<file path="config.mk">
export PLATFORM = sky130hd
export DESIGN_NAME = microroc_emulator
export DESIGN_NICKNAME = d
export VERILOG_FILES = /design/src/rtl/microroc_emulator.sv
export SDC_FILE = /design/constraint.sdc
export NUM_CORES = 1
export LEC_CHECK = 0
export CAP_MARGIN = 20
export CORE_AREA = 2 2 187 262
export CTS_BUF_LIST = sky130_fd_sc_hd__clkbuf_16
export DETAILED_ROUTE_END_ITERATION = 16
export DIE_AREA = 0 0 189 264
export GPL_TIMING_DRIVEN = 0
export PLACE_DENSITY = 0.87
export SLEW_MARGIN = 20
export SYNTH_ARGS = -nofsm -noshare
export SYNTH_HDL_FRONTEND = slang
export SYNTH_SLANG_ARGS = --single-unit
export TNS_END_PERCENT = 5
</file>
<file path="constraint.sdc">
create_clock -name Clk -period 6.8 [get_ports Clk]
set_clock_uncertainty 0.15 [all_clocks]
set_input_delay 1.36 -clock Clk [delete_from_list [all_inputs] [get_ports Clk]]
set_output_delay 1.36 -clock Clk [all_outputs]
set_load 0.01 [all_outputs]
</file>
<file path="src/rtl/microroc_emulator.sv">
// microroc_emulator: cycle-level stand-in for a MICROROC readout ASIC.
// Captures hit frames {CHIP_ID, BCID, HitPattern} during an acquisition window,
// signals saturation on CHIPSATB, and replays the frames as 16-bit words on request.
// Optional feature: define MICROROC_EMU_TRAILER_EN to append a trailer word
// {8'hEE, 4'h0, StoredFrames} after the last frame of every readout.
module microroc_emulator #(
  parameter int unsigned DEPTH        = 8,
  parameter logic [7:0]  CHIP_ID      = 8'h01,
  parameter int unsigned SAT_HOLD     = 4,
  parameter int unsigned READ_LATENCY = 16,
  parameter int unsigned END_PULSE    = 4
) (
  input  logic        Clk,
  input  logic        reset_n,
  input  logic        RESET_B,
  input  logic        PWR_ON_D,
  input  logic        START_ACQ,
  input  logic        StartReadout,
  input  logic        HitInject,
  input  logic [15:0] HitPattern,
  input  logic [3:0]  HitLimit,
  output logic        CHIPSATB,
  output logic        EndReadout,
  output logic [15:0] MicrorocData,
  output logic        MicrorocData_en,
  output logic [3:0]  StoredFrames,
  output logic [7:0]  OverflowCount
);

  typedef enum logic [2:0] {
    S_IDLE, S_ACQ, S_SAT_HOLD, S_WAIT_SRO, S_SRO_LATENCY, S_READ_WORD, S_READ_GAP, S_END_READ
  } state_t;

  localparam logic [3:0]  DEPTH4 = 4'(DEPTH);
  localparam logic [15:0] SAT_M1 = 16'(SAT_HOLD - 1);
  localparam logic [15:0] LAT_M1 = 16'(READ_LATENCY - 1);
  localparam logic [15:0] END_M1 = 16'(END_PULSE - 1);

  state_t      r_state;
  logic [2:0]  r_acq_s, r_sro_s, r_hit_s;
  logic [23:0] r_bcid;
  logic [15:0] r_cnt;
  logic [3:0]  r_stored, r_rd_frame;
  logic [1:0]  r_word_sel;
  logic [7:0]  r_ovf;
  logic        r_chipsatb, r_end, r_en;
  logic [15:0] r_data;
  logic [39:0] r_mem [16];
`ifdef MICROROC_EMU_TRAILER_EN
  logic        r_trl_done;
`endif

  logic        w_acq_rise, w_acq_fall, w_sro_rise, w_hit_rise;
  logic [3:0]  w_limit;
  logic        w_store, w_more;
  logic [39:0] w_frame;
  logic [15:0] w_word;

  assign w_acq_rise = r_acq_s[1] & ~r_acq_s[2];
  assign w_acq_fall = ~r_acq_s[1] & r_acq_s[2];
  assign w_sro_rise = r_sro_s[1] & ~r_sro_s[2];
  assign w_hit_rise = r_hit_s[1] & ~r_hit_s[2];
  assign w_limit    = (HitLimit == 4'd0 || HitLimit > DEPTH4) ? DEPTH4 : HitLimit;
  // a hit coinciding with the end of the window is discarded, not counted as overflow
  assign w_store    = (r_state == S_ACQ) && !w_acq_fall && w_hit_rise && PWR_ON_D &&
                      (r_stored < w_limit);
  assign w_more     = (r_rd_frame < r_stored);
  assign w_frame    = r_mem[r_rd_frame];

  // select the readout word of the current frame
  always_comb begin
    w_word = '0;
    case (r_word_sel)
      2'd0:    w_word = {CHIP_ID, w_frame[39:32]};
      2'd1:    w_word = w_frame[31:16];
      default: w_word = w_frame[15:0];
    endcase
  end

  // frame store: {BCID, pattern}, chip id is constant and added on readout
  always_ff @(posedge Clk) begin
    if (w_store) r_mem[r_stored] <= {r_bcid, HitPattern};
  end

  // control FSM, synchronisers and registered outputs
  always_ff @(posedge Clk or negedge reset_n) begin
    if (!reset_n) begin
      r_state    <= S_IDLE;
      r_acq_s    <= '0;
      r_sro_s    <= '0;
      r_hit_s    <= '0;
      r_bcid     <= '0;
      r_cnt      <= '0;
      r_stored   <= '0;
      r_rd_frame <= '0;
      r_word_sel <= '0;
      r_ovf      <= '0;
      r_chipsatb <= 1'b1;
      r_end      <= 1'b0;
      r_en       <= 1'b0;
      r_data     <= '0;
`ifdef MICROROC_EMU_TRAILER_EN
      r_trl_done <= 1'b0;
`endif
    end else if (!RESET_B) begin
      r_state    <= S_IDLE;
      r_acq_s    <= '0;
      r_sro_s    <= '0;
      r_hit_s    <= '0;
      r_bcid     <= '0;
      r_cnt      <= '0;
      r_stored   <= '0;
      r_rd_frame <= '0;
      r_word_sel <= '0;
      r_ovf      <= '0;
      r_chipsatb <= 1'b1;
      r_end      <= 1'b0;
      r_en       <= 1'b0;
      r_data     <= '0;
`ifdef MICROROC_EMU_TRAILER_EN
      r_trl_done <= 1'b0;
`endif
    end else begin
      r_acq_s <= {r_acq_s[1:0], START_ACQ};
      r_sro_s <= {r_sro_s[1:0], StartReadout};
      r_hit_s <= {r_hit_s[1:0], HitInject};
      r_en    <= 1'b0;
      r_data  <= '0;
      case (r_state)
        S_IDLE: begin
          if (w_acq_rise) begin
            r_bcid  <= '0;
            r_state <= S_ACQ;
          end
        end
        S_ACQ: begin
          r_bcid <= r_bcid + 24'd1;
          if (r_stored >= w_limit) r_chipsatb <= 1'b0;
          if (w_acq_fall) begin
            r_chipsatb <= 1'b0;
            r_cnt      <= SAT_M1;
            r_state    <= S_SAT_HOLD;
          end else if (w_store) begin
            r_stored <= r_stored + 4'd1;
          end else if (w_hit_rise && PWR_ON_D && r_ovf != 8'hFF) begin
            r_ovf <= r_ovf + 8'd1;
          end
        end
        S_SAT_HOLD: begin
          if (r_cnt == '0) begin
            r_chipsatb <= 1'b1;
            r_state    <= S_WAIT_SRO;
          end else begin
            r_cnt <= r_cnt - 16'd1;
          end
        end
        S_WAIT_SRO: begin
          if (w_sro_rise) begin
            r_cnt      <= LAT_M1;
            r_rd_frame <= '0;
            r_word_sel <= '0;
`ifdef MICROROC_EMU_TRAILER_EN
            r_trl_done <= 1'b0;
`endif
            r_state    <= S_SRO_LATENCY;
          end
        end
        // latency expiry and the inter-word gap share the "emit next word" decision
        S_SRO_LATENCY, S_READ_GAP: begin
          if (r_state == S_SRO_LATENCY && r_cnt != '0) begin
            r_cnt <= r_cnt - 16'd1;
          end else if (w_more) begin
            r_en    <= 1'b1;
            r_data  <= w_word;
            r_state <= S_READ_WORD;
            if (r_word_sel == 2'd2) begin
              r_word_sel <= '0;
              r_rd_frame <= r_rd_frame + 4'd1;
            end else begin
              r_word_sel <= r_word_sel + 2'd1;
            end
`ifdef MICROROC_EMU_TRAILER_EN
          end else if (!r_trl_done) begin
            r_en       <= 1'b1;
            r_data     <= {8'hEE, 4'h0, r_stored};
            r_trl_done <= 1'b1;
            r_state    <= S_READ_WORD;
`endif
          end else begin
            r_end   <= 1'b1;
            r_cnt   <= END_M1;
            r_state <= S_END_READ;
          end
        end
        S_READ_WORD: r_state <= S_READ_GAP;
        S_END_READ: begin
          if (r_cnt == '0) begin
            r_end    <= 1'b0;
            r_stored <= '0;
            r_state  <= S_IDLE;
          end else begin
            r_cnt <= r_cnt - 16'd1;
          end
        end
        default: r_state <= S_IDLE;
      endcase
    end
  end

  assign CHIPSATB        = r_chipsatb;
  assign EndReadout      = r_end;
  assign MicrorocData    = r_data;
  assign MicrorocData_en = r_en;
  assign StoredFrames    = r_stored;
  assign OverflowCount   = r_ovf;

endmodule

</file>
# After elaboration in Yosys (flattened, before gate mapping)
# Memory sizes are Yosys's and may differ from the RTL's.
# Cells that the tools add are included.
[totals] regBits=89 latchBits=0 mem_bits_rw=640 romBits=0 word_cells=158 memories=1
[op_classes] add_sub_neg=6 mul=0 n_div=0 n_lt_le_gt_ge=4 n_eq_ne=34 shifts=0 n_mux=66 bitwise=8 reduce_logical=25
[memory_table] name="r_mem" words=16 width=40 read_ports=1 rd_ports_with_merged_regs=0 wr=1 line_no="48" rtl="logic [39:0] r_mem [16];"
[ops] op="16-bit two-way mux" n=10
[ops] op="16-bit case mux with 4 select lines" n=1
[ops] op="24-bit two-way mux" n=2
[ops] op="24-bit case mux with 2 select lines" n=1
[ops] op="4-bit two-way mux" n=10
[ops] op="8-bit two-way mux" n=5
[ops] op="3-bit inequality test, second input constant" n=12
[ops] op="16-bit case mux with 2 select lines" n=1
[ops] op="3-bit two-way mux" n=10
[ops] op="24-bit by 1-bit adder with 24-bit output, second input constant" n=1
[ops] op="3-bit case mux with 7 select lines" n=1
[ops] op="16-bit logical NOT" n=1
[ops] op="4-bit case mux with 2 select lines" n=2
[ops] op="4-bit AND reduction" n=4
[ops] op="16-bit nonzero test" n=1
[ops] op="16-bit by 1-bit subtractor with 16-bit output, second input constant" n=1
[ops] op="3-bit by 1-bit inequality test with 1-bit output, second input constant" n=5
[ops] op="1-bit two-way mux" n=14
[ops] op="3-bit == test, second input constant" n=4
[ops] op="2-bit two-way mux" n=6
[ops] op="5-bit AND reduction" n=2
[ops] op="4-bit by 1-bit adder with 4-bit output, second input constant" n=2
[ops] op="8-bit by 1-bit adder with 8-bit output, second input constant" n=1
[ops] op="4-bit less-than comparator" n=2
[ops] op="27 further kinds" n=44

# Longest topological paths before layout
[depth] depth_word=11 ltp_mapped=11 depth_no_buf=9

# Least setup slack after synthesis
# Ideal clock, no wire load.
[synth_path] path_type="input-to-reg" start="input port HitLimit[3]" end="memory r_mem[11][0], enable pin" setup_ns=0.487 t_arrival_ns=5.636 required_time_ns=6.163 setup_slack_ns=0.527 cell_stages=8 path_buffers=1 cell_sequence="nand2b_1 > ha_1 > nor2b_1 > o21a_1 > o21a_1 > or4b_1 > clkbuf_1 > nor3_1"
[synth_via] elab_chain_len=7 elab_cells_between_ends=8 cone_classes="order compare (2); mux (3); reduce/logical (3)"
[synth_lines] element="from (decl)" line_no="21" rtl="input logic [3:0] HitLimit,"
[synth_lines] element="4-bit greater-than comparator or 4-bit logical NOT (tied branches)" line_no="63" rtl="assign w_limit = (HitLimit == 4'd0 || HitLimit > DEPTH4) ? DEPTH4 : HitLimit;"
[synth_lines] element="1-bit logical OR" line_no="63"
[synth_lines] element="4-bit two-way mux *" line_no="63"
[synth_lines] element="4-bit less-than comparator *" line_no="66" rtl="(r_stored < w_limit);"
[synth_lines] element="1-bit logical AND *" line_no="65" rtl="assign w_store = (r_state == S_ACQ) && !w_acq_fall && w_hit_rise && PWR_ON_D &&"
[synth_lines] element="1-bit two-way mux *" line_no="82" rtl="if (w_store) r_mem[r_stored] <= {r_bcid, HitPattern};"
[synth_lines] element="1-bit two-way mux (implied by the code) *" line_no="82"
[synth_lines] element="to (decl)" line_no="48"
# Every way passes the cells marked *; elsewhere a longest branch is shown, timed or not.

# Worst setup path in the final report
[layout_path] start="input port HitLimit[3]" end="memory r_mem[15][6], enable pin"
# Same word-level chain as after synthesis.

==> impl_results.md <==
* Ant. Diodes at 0
* Worst slew pin tran at about 1.1 ns
* Prevailing post-synth register cell: edfxtp_1
* Max Clock Freq at 209 MHz
* Crit-path slowest cell: nor3_2
* Post-synthesis net count at roughly 1500
* Worst Path Max Fanout at 9
* Worst reg2reg path startpoint: r_rd_frame[1]$_DFFE_PN0P_
* Sequential share of power at between 50% and 60%
* Clock tree buffer depth at 3
* Die X at around 190 um
* DR vias/cell at slightly above 7
* RSZ-0062 raised after global routing: no
* Switching part of the total at between 20% and 30%
* Met3 Routed Length at ~7700 um
* Setup violators final at 0
* Leakage at 10.7 nW
* Post-route cell area at around 33000 um^2
* Status: finished clean
* Max-Cap Viols at 0
* Layout cells sized above 1 at between 20% and 30%
* Met2 Wirelength at approximately 39000 um
* Worst relative slew slack at approximately a quarter
* CTS Root Cell: clkbuf_16
* Remaining Overflow, GRT at 0
* Hold Vio Cnt, Final at 0
* Cts repair resizes at 0
* CORE AREA at 47700 um^2
* Count of pins over their slew limit at 0
* Synth-to-layout area growth at 13.8%
* Hold Crit Class: reg -> reg
* EDFF count, synth at 640
* Crit-path max cell delay at 0.58 ns
* Power Total at about 9.4 mW
* Clock network power share at 39.1%
* Height of the die at 264 um
* Num CTS Buffers at 66
* WL per Instance at around 33 um
* Net Sw Power at 2.15 mW
* Required time worst endpoint at 6.93 ns
* Gpl congestion at between 0.8 and 0.9
* First-pass GRT wire length at 113000 um
* Wirelength, routed at roughly 76000 um
* PortBufs at 56
* Fin cells at around 2300
* Clk sinks at 729
* Pin count of the biggest net entering global routing at slightly above 80
* Antenna violations before repair at 0
* Min setup slack post-route at a little over 2 ns
* Placed cell areas at 31000 um^2
* Yosys reg bits at 729
* Starting density of the core at about three fifths
* DP Worst Slack at 1.51 ns
* Crit. Startpoint: HitLimit[3]
* Std-Cell Rows at 95
* Total number of vias at 16702
* Period utilisation layout at between 70% and 80%
* ANT nets after route at 0
* Worst Path Arrival at slightly below 5 ns
* Number of setup buffers added after CTS at 0
* Drt pass-1 iters at 6
* Syn Inst Count at about 1500
* Number of global-route vias before repair at around 17000
* Critical-path cell list: clkdlybuf4s50_1 -> nand2b_1 -> ha_1 -> nor2b_1 -> o21a_1 -> o21a_1 -> or4b_1 -> clkbuf_1 -> nor3_2 -> buf_6 -> buf_4 -> buf_4
* Post-DP HPWL at around 45000 um
* IO Count at 58
* Hold Crit Start: r_sro_s[0]$_DFF_PN0_
* Synth Warn # at 0
* Cell variety after synth at 65
* GRT Total Usage at about a third
* DRT iter0 DRCs at 2602
* Critical path type: in -> reg
* Hold WS at between 0.2 and 0.3 ns
* Maximum level of the CTS H-tree at 3
* Final min period at 4.77 ns
* Netlist Area Pre-Place at between 20000 and 30000 um^2
* Maximum VDD drop at around 240 uV
* CP endpoint kind: register
* Met1 Routed Length at between 20000 and 25000 um
* Nets at roughly 1700
* Post-synthesis sequential area ratio at between 70% and 80%
* Final TNS setup at 0 ns
* Asr flop ratio synth at roughly 12%
* Startpoint Class: input pin
* Logic gate share of total power at 8.0%
* Highest metal used: met4
* # DRC at 0
* Pwr per Cell Area at 285 nW/um^2
* Placed instance count at 2220
* Clock-pin slew on the worst setup and hold paths at about 0.07 ns
* Skew-Pair Late Insertion Delay at about 0.59 ns
* Pint at between 7 and 8 mW
* Die area at between 40000 and 50000 um^2
* Cts hold-fix bufs at 0
* Synthesized area per cell at around 19 um^2
* CTS tree: built
* Fin util at 69.4%
-- sequential cells by signal, indices dropped and copies added, names as in the netlist --
register	count
MicrorocData	16
r_rd_frame	4
r_state	3
r_cnt	16
r_hit_s	3
CHIPSATB	1
r_acq_s	3
r_word_sel	2
r_mem	640
r_sro_s	3
OverflowCount	8
MicrorocData_en	1
EndReadout	1
StoredFrames	4
r_bcid	24
-- power by group through the flow --
stage	clock, mW	sequential [mW]	combinational, mW
after floorplan	0	5.04	0.512
after global placement	0	5.06	0.689
after detailed placement	0	5.07	0.726
after CTS	3.69	4.97	0.744
after global routing	3.83	4.98	0.816
final	3.69	4.98	0.756
-- synthesized netlist by cell type (20+ instances only) --
| cell | instances | area share [%] |
|---|---|---|
| buf_2 | 20 | 0.34 |
| nor3_1 | 25 | 0.43 |
| dfrtp_1 | 88 | 7.6 |
| edfxtp_1 | 640 | 66 |
| and3_1 | 20 | 0.43 |
| a21oi_1 | 35 | 0.60 |
| nand3_1 | 25 | 0.43 |
| nor2_1 | 44 | 0.57 |
| o21ai_0 | 53 | 0.91 |
| mux4_2 | 184 | 14 |
| clkbuf_1 | 45 | 0.58 |
| mux2i_1 | 37 | 1.3 |
| a31oi_1 | 25 | 0.54 |
| inv_1 | 28 | 0.36 |
| nand2_1 | 39 | 0.50 |
-- cell usage in the layout (no fill, tap or decap), types with 35 or more instances in the layout --
cell,synthesis,layout
a21oi_1,35,35
clkbuf_1,45,45
clkbuf_16,0,71
clkdlybuf4s50_1,0,55
dfrtp_1,88,88
edfxtp_1,640,640
inv_1,28,45
mux2i_1,37,37
mux4_2,184,184
nand2_1,39,39
nor2_1,44,44
o21ai_0,53,53
-- worst max-delay path: cells and delay by family --
| family | cells | cell delay, ns |
|---|---|---|
| adder cells (fa/ha/maj) | 1 | 0.28 |
| buffers and inverters | 5 | 1.39 |
| AND/OR/NAND/NOR | 4 | 1.43 |
| AO/OA/AOI/OAI | 2 | 0.42 |
-- kinds of logic after synthesis --
logic type	after synthesis	synth area share, %
AOI/OAI and AO/OA	180	3.88
and+or+nand+nor	235	4.33
muxes	223	15.6
buffers and inverters	110	1.60
DFF	729	73.8
xor gates and xnor gates	3	0.0904
adders and majority gates	17	0.723
-- final timing paths --
kind                       slack, ns                         to  cells after the start
max                             2.03     r_mem[15][6]$_DFFE_PP_                     12
min                             0.29       r_sro_s[1]$_DFF_PN0_                      1
max reg2reg                     2.67  MicrorocData[5]$_DFF_PN0_                      8
min reg2reg                     0.29       r_sro_s[1]$_DFF_PN0_                      1
max in group asynchronous       5.42       CHIPSATB$_DFFE_PN1P_                      2
min in group asynchronous       0.42  MicrorocData[3]$_DFF_PN0_                      1
-- layer usage --
layer / global-route usage (%) / vias up
met1: 37.9 / 8521
li1: - / 6466
met2: 52.6 / 1362
met5: 0 / -
met3: 6.50 / 353
met4: 19.3 / 0
-- layout make-up --
class	count	area, um^2
Buffer	80	342
Clock buffer	71	1780
Clock inverter	45	328
Fill cell	2648	14600
Inverter	30	125
Multi-Input combinational cell	658	7240
Sequential cell	729	21400
Tap cell	630	788
Timing Repair Buffer	93	1040
No activity file was read; power rests on OpenSTA's default activity.
